### src/rtl/paramtype_pkg.sv
// rtl/paramtype_pkg.sv - shared constants and helpers for the paramtype beat link.
package paramtype_pkg;

   localparam int PT_BEAT_WIDTH = 8;

   function automatic int beats_of(input int bits, input int width);
      return (bits + width - 1) / width;
   endfunction

endpackage

### src/rtl/paramtype_unpack.sv
// rtl/paramtype_unpack.sv - reassembles little-endian WIDTH-bit beats into values of type T.
// Optional PARAMTYPE_UNPACK_LAST_EN adds s_last framing and an err pulse on framing mismatch.
module paramtype_unpack
   import paramtype_pkg::*;
#(
   parameter type T      = logic [31:0],
   parameter int  WIDTH  = PT_BEAT_WIDTH,
   parameter type BEAT_T = logic [WIDTH-1:0],
   localparam int BEATS  = beats_of($bits(T), WIDTH)
) (
   input  logic  clk,
   input  logic  rst,
   input  logic  s_valid,
   output logic  s_ready,
   input  BEAT_T s_data,
`ifdef PARAMTYPE_UNPACK_LAST_EN
   input  logic  s_last,
   output logic  err,
`endif
   output logic  m_valid,
   input  logic  m_ready,
   output T      m_data
);

   localparam int DW = $bits(T);
   localparam int CW = (BEATS > 1) ? $clog2(BEATS) : 1;
   localparam logic [CW-1:0] LAST = CW'(BEATS - 1);
   localparam logic [DW-1:0] SLICE = DW'({WIDTH{1'b1}});

   logic [CW-1:0] cnt;
   logic [DW-1:0] acc;
   logic [DW-1:0] full;
   logic [DW-1:0] mask;
   logic [DW-1:0] rep;
   logic          at_last;
   logic          take;
   logic          fin;

   assign at_last = (cnt == LAST);
   assign s_ready = !at_last || !m_valid || m_ready;
   assign take    = s_valid && s_ready;

`ifdef PARAMTYPE_UNPACK_LAST_EN
   logic drop;
   logic wrap;
   assign fin  = take && at_last && s_last;
   assign drop = take && (at_last != s_last);
   assign wrap = at_last || s_last;
`else
   logic wrap;
   assign fin  = take && at_last;
   assign wrap = at_last;
`endif

   // Bits of the final beat beyond $bits(T) fall off the top of the DW-wide mask.
   always_comb begin
      mask = SLICE << (int'(cnt) * WIDTH);
      rep  = DW'({BEATS{s_data}});
      full = (acc & ~mask) | (rep & mask);
   end

   always_ff @(posedge clk) begin
      if (rst) begin
         cnt <= '0;
         acc <= '0;
      end else if (take) begin
         acc <= full;
         if (wrap) cnt <= '0;
         else      cnt <= cnt + 1'b1;
      end
   end

   // A final beat landing on the drain cycle keeps m_valid high with the new value.
   always_ff @(posedge clk) begin
      if (rst) begin
         m_valid <= 1'b0;
         m_data  <= T'('0);
`ifdef PARAMTYPE_UNPACK_LAST_EN
         err     <= 1'b0;
`endif
      end else begin
         if (fin) begin
            m_valid <= 1'b1;
            m_data  <= T'(full);
         end else if (m_ready) begin
            m_valid <= 1'b0;
         end
`ifdef PARAMTYPE_UNPACK_LAST_EN
         err <= drop;
`endif
      end
   end

endmodule

### config.mk
export PLATFORM = sky130hd
export DESIGN_NAME = paramtype_unpack
export DESIGN_NICKNAME = d
export VERILOG_FILES = /design/src/rtl/paramtype_pkg.sv /design/src/rtl/paramtype_unpack.sv
export SDC_FILE = /design/constraint.sdc
export NUM_CORES = 1
export LEC_CHECK = 0
export CORE_MARGIN = 4
export CORE_UTILIZATION = 34
export DETAILED_ROUTE_END_ITERATION = 8
export SYNTH_ARGS = -nofsm -noshare
export SYNTH_HDL_FRONTEND = slang
export SYNTH_SLANG_ARGS = --single-unit
### constraint.sdc
create_clock -name clk -period 1.7 [get_ports clk]
set_input_delay 0.34 -clock clk [delete_from_list [all_inputs] [get_ports clk]]
set_output_delay 0.34 -clock clk [all_outputs]
set_load 0.01 [all_outputs]
==> results.json, run 1 <==
{
  "outcome": "finished, final reports clean",
  "portBuffers": 45,
  "max_slew.worst_pin.slew_ps": 369.0,
  "first_pass_iters": 4,
  "drive_gt1_share_pct": 21.34,
  "cts_hold_buffers": 0,
  "finalSetupViolCount": 0,
  "diodes": 0,
  "fin_crit_ps": 1602,
  "post_cts_resized": 5,
  "cts_made_buffers": 9,
  "crit_family": "flip-flops",
  "synthTopCellsByCount": "dfxtp_1 (59), mux2i_1 (49), nand2_1 (36), a21oi_1 (29), a211oi_2 (22)",
  "yosys_warnings": 0,
  "async_reset_ff_share_pct": 0,
  "synthCells": 262,
  "hold_viol": 0,
  "ys_ff_latch": 59,
  "synth_edf_count": 0,
  "fin_nets": 325,
  "hp-start": "acc[4]",
  "critPathLaunchType": "flip-flop",
  "die_height_um": 97.20,
  "powerDensity_nw_per_um2": 874.0,
  "stdcell_count": 416,
  "worstPathCellList": "ha_4 > nand3b_4 > dlygate4sd2_1",
  "arrival_ps": 1260,
  "rows": 32,
  "slowest_stage": "dfxtp_2",
  "grt_pass1_vias": 2109,
  "max-cap-violations": 0,
  "rrSetupSlack_ps": 220,
  "root_buffer": "clkbuf_8",
  "start_util_pct": 35.01,
  "cts.clk_slew.worst_paths_ps": 70,
  "maxSlewViolCount": 0,
  "syn_to_final_growth_pct": 28.17,
  "core_sq_um": 7727,
  "synth_top_area_cell": "dfxtp_1",
  "vdd_drop_max_mv": 0.4306,
  "ys_seq_area_share_pct": 43.66,
  "cts_tree": "built",
  "vias_per_cell": 5.026,
  "leakage_uw": 0.001317,
  "r2r_start": "cnt[0]",
  "clk_path_buf_depth": 2,
  "worst-path-max-fanout": 5,
  "ys.flop_type": "dfxtp_1",
  "grt_pass1_wl_um": 10250,
  "min_path_cells": 2,
  "fin_skew_ps": 10.02,
  "worstHoldEndpoint": "acc[4]",
  "first_iter_violations": 122,
  "tns_ps": 0,
  "vias": 2091,
  "die-area_sq_um": 9447,
  "dpl.cell_count": 400,
  "fmax_mhz": 624.4,
  "antenna_found_initial": 0,
  "finalCoreUtilization_pct": 44.87,
  "ant_nets": 0,
  "overflow": 0,
  "synth_top_cell_area_share_pct": 43.66,
  "hpwl_um": 4449,
  "gp_congestion": 0.7551,
  "synth_cell_types": 27,
  "grt_max_degree": 36,
  "die_w_um": 97.20,
  "postCtsSetupBuffers": 0,
  "regToRegEndpoint": "m_data[5]",
  "critPathRequiredTime_ps": 1360,
  "synth_most_common_cell": "dfxtp_1",
  "synth_nets": 278,
  "grt_usage_pct": 13.40,
  "numClockSinks": 59,
  "io_pins": 46,
  "relSlewSlack_pct": 75.40,
  "worstSkewPairLatency_ps": 340,
  "synth.avg_cell_area_sq_um": 10.32,
  "wl_per_cell_um": 14.98,
  "critPathBufInv": 1,
  "syn_area_sq_um": 2705,
  "hold_path_class": "reg -> reg",
  "grt_setup_unrepaired": "no",
  "fin_crit_sh_pct": 94.21,
  "cp_slowest_stage_delay_ps": 390,
  "rr_worst_depth": 5,
  "worstSetupPathType": "reg -> out",
  "wl_um": 6232,
  "crit_path_end_kind": "output pin",
  "drc_errors": 0,
  "h-tree-depth": 3,
  "yosys-top-cells-area": "dfxtp_1 (44%), mux2i_1 (18%), a211oi_2 (10%), a21oi_1 (5.4%), nand2_1 (5.0%)"
}
## per-stage QoR
stage | area, sq um | hold WS, ps | total power, uW | setup WS, ps
floorplan | 2705 | 434.1 | 1722 | 361.7
global placement | 3261 | 441.4 | 1839 | -135.7
detailed placement | 3261 | 448.5 | 1844 | -141.7
CTS | 3466 | 458.7 | 3074 | 15.54
global route | 3467 | 469.6 | 3161 | 34.48
finish | 3467 | 455.2 | 3030 | 98.37
## layout make-up
cell class / count / area, sq um
fill: 756 / 4260
multi-input combinational: 174 / 1343
sequential: 59 / 1185
timing repair buffer: 62 / 609.3
clock buffer: 15 / 186.4
tap: 102 / 127.6
inverter: 3 / 11.26
clock inverter: 1 / 5.005
## worst register-to-register path, stage by stage (launching register included)
cell and delay [ps]:
dfxtp_2 360, inv_1 80, ha_1 330, buf_4 220
mux2i_1 260, a211oi_2 100
## routing by layer
layer,vias to the layer above,share of wire (%),global-route usage [%]
met5,-,0,0
met3,7,4.2,4.953
met2,35,52,23.41
met1,1026,43,15.25
met4,0,1.2,3.888
li1,1023,-,-
## how the worst max path moves through the flow
stage	start	endpoint	depth (start not counted)	slack, ps
after floorplan	cnt[0]	m_data[11]	6	360
after global placement	m_ready	s_ready	3	-140
after detailed placement	m_ready	s_ready	3	-140
after CTS	m_valid	m_valid	1	20
after global routing	cnt[0]	s_ready	3	30
final	cnt[0]	s_ready	3	100
## kinds of logic (layout without fill, tap and decap cells)
| kind of cell | count (synthesis) | after routing | synth area share (%) |
|---|---|---|---|
| fa+ha+maj | 4 | 4 | 1.850 |
| simple gates | 55 | 55 | 9.991 |
| buf+inv | 29 | 81 | 7.169 |
| flops | 59 | 59 | 43.66 |
| mux | 49 | 49 | 18.13 |
| compound gates | 66 | 66 | 19.19 |
## cell usage in the layout (no fill, tap or decap)
master	instances
buf_2	1
clkbuf_8	13
nand2b_1	1
clkbuf_1	2
dfxtp_1	56
ha_4	1
nand3_2	1
nor2_4	1
nand2_1	36
mux2i_1	49
o21ai_0	8
dlygate4sd2_1	1
clkinv_1	1
clkdlybuf4s50_1	43
nor4b_1	1
and3_1	2
nand3b_4	1
inv_1	2
ha_1	3
a21oi_1	29
nand3_1	10
clkinv_2	1
a211oi_1	2
buf_12	3
a211oi_2	22
and2_1	1
a21oi_2	4
a31o_2	1
and2b_4	1
buf_4	14
dfxtp_2	3
## sequential cells by signal (all words and copies together) (netlist names)
name	count
m_data	32
acc	24
cnt	2
m_valid	1
## power by group
group,internal (uW),switching (uW)
sequential,1430,26.2
combinational,168,191
clock,688,528
No activity file was read; power rests on OpenSTA's default activity.
==> run 2: changes to the inputs <==
--- a/config.mk
+++ b/config.mk
@@ -5,7 +5,7 @@
 export SDC_FILE = /design/constraint.sdc
 export NUM_CORES = 1
 export LEC_CHECK = 0
-export CORE_MARGIN = 4
+export CORE_MARGIN = 8
 export CORE_UTILIZATION = 34
 export DETAILED_ROUTE_END_ITERATION = 8
 export SYNTH_ARGS = -nofsm -noshare
==> results.json, run 2 (synthesis gave the netlist of run 1 again) <==
{
  "h-tree-depth": 3,
  "powerDensity_nw_per_um2": 854.8,
  "stdcell_count": 416,
  "die_w_um": 105.2,
  "die-area_sq_um": 11070,
  "max_slew.worst_pin.slew_ps": 359.4,
  "dpl.cell_count": 400,
  "crit_path_end_kind": "output pin",
  "vias": 2030,
  "fmax_mhz": 618.6,
  "setup_slack_ps": 83.42,
  "maxSlewViolCount": 0,
  "root_buffer": "clkbuf_8",
  "grt_max_degree": 36,
  "worst-path-max-fanout": 5,
  "hold_viol": 0,
  "layout_common_cells": "dfxtp_1 (56), mux2i_1 (49), clkdlybuf4s50_1 (43), nand2_1 (36), a21oi_1 (29)",
  "slowest_stage": "dfxtp_2",
  "fin_skew_ps": 12.39,
  "leakage_uw": 0.001308,
  "vdd_drop_max_mv": 0.4395,
  "numClockSinks": 59,
  "grt_pass1_wl_um": 11030,
  "grt_pass1_vias": 2160,
  "diodes": 0,
  "worstHoldEndpoint": "m_valid",
  "pre_cts_slack_ps": -157.8,
  "worstSetupPathType": "reg -> out",
  "rows": 32,
  "portBuffers": 45,
  "grt_usage_pct": 12.29,
  "first_iter_violations": 74,
  "rrSetupSlack_ps": 190,
  "cts_tree": "built",
  "ant_nets": 0,
  "drc_errors": 0,
  "relSlewSlack_pct": 76.04,
  "gp_congestion": 0.7571,
  "wl_per_cell_um": 15.29,
  "regToRegEndpoint": "m_data[5]",
  "fin_nets": 325,
  "largestRegisters": "m_data: 32 flops, acc: 24 flops, cnt: 2 flops",
  "min_path_cells": 3,
  "grt_setup_unrepaired": "no",
  "syn_to_final_growth_pct": 27.47,
  "critPathRequiredTime_ps": 1360,
  "hpwl_um": 4591,
  "fin_crit_ps": 1617,
  "critPathLaunchType": "flip-flop",
  "core_sq_um": 7727,
  "fin_crit_sh_pct": 95.09,
  "first_pass_iters": 4,
  "drive_gt1_share_pct": 21.02,
  "max-cap-violations": 0,
  "final_common_cell": "dfxtp_1",
  "io_pins": 46,
  "start_util_pct": 35.01,
  "vias_per_cell": 4.880,
  "cts_made_buffers": 9,
  "regMostFlops": "m_data",
  "cts.clk_slew.worst_paths_ps": 70,
  "r2r_start": "cnt[0]",
  "rr_worst_depth": 5,
  "wl_um": 6360,
  "hp-start": "rst",
  "worstPathCellList": "ha_4 > nand3b_4 > dlygate4sd2_1",
  "die_height_um": 105.2,
  "cp_slowest_stage_delay_ps": 400,
  "hold_path_class": "in -> reg",
  "worstSkewPairLatency_ps": 340,
  "outcome": "finished, final reports clean",
  "clk_path_buf_depth": 2,
  "antenna_found_initial": 0,
  "overflow": 0,
  "arrival_ps": 1280,
  "largest_reg_flops": 32,
  "cts_hold_buffers": 0,
  "finalSetupViolCount": 0
}
## run 2: changes by cell type in the layout (fill, tap and decap cells not counted)
cell      change
clkbuf_1      +1
clkinv_2      +1
clkbuf_8      -2
## run 2: per-layer routing
| metal | GRT usage, % | part of all wire [%] |
|---|---|---|
| met5 | 0 | 0 |
| met4 | 3.670 | 1.2 |
| met3 | 4.668 | 4.2 |
| met2 | 21.40 | 50 |
| met1 | 13.51 | 44 |
## run 2: final cells by class
class / count / area, sq um
sequential: 59 / 1185
clock inverter: 2 / 10.01
fill: 734 / 4279
tap: 102 / 127.6
inverter: 3 / 11.26
multi-input combinational: 174 / 1343
clock buffer: 14 / 162.7
timing repair buffer: 62 / 609.3
## run 2: through the flow
| stage | TNS, ps | area (sq um) | hold WS, ps | total power [uW] | util [%] |
|---|---|---|---|---|---|
| finish | 0 | 3448 | 450.9 | 2948 | 44.62 |
| global route | 0 | 3448 | 465.1 | 3080 | 44.62 |
| CTS | 0 | 3446 | 453.0 | 2985 | 44.59 |
| detailed placement | -160.4 | 3261 | 447.9 | 1845 | 42.20 |
| global placement | -137.8 | 3261 | 441.4 | 1839 | 42.20 |
| floorplan | 0 | 2705 | 434.1 | 1722 | - |
## run 2: worst max-delay path: cells and delay by family (launching register included)
family,cells,cell delay (ps)
flops,1,400
buf+inv,1,290
fa+ha+maj,1,180
simple gates,1,80
## run 2: report_power, final
| part | switching (uW) | internal [uW] | total, uW |
|---|---|---|---|
| clock network | 527 | 605 | 1130 |
| logic | 192 | 169 | 361 |
| registers | 26.2 | 1430 | 1450 |
## run 2: worst max-delay path by stage
stage / start / to / slack (ps) / depth (start not counted)
2_1_floorplan: cnt[0] / m_data[11] / 360 / 6
3_3_place_gp: m_ready / s_ready / -140 / 3
3_5_place_dp: m_ready / s_ready / -160 / 3
4_1_cts: m_valid / m_valid / 2 / 1
5_1_grt: cnt[0] / s_ready / 10 / 3
6_report: cnt[0] / s_ready / 80 / 3
## run 2: what timing repair did
| action | in CTS | in global routing |
|---|---|---|
| setup endpoints to repair | 1 | 2 |
| setup buffers | 0 | 0 |
| cloned | 0 | 0 |
| resized for setup | 4 | 2 |
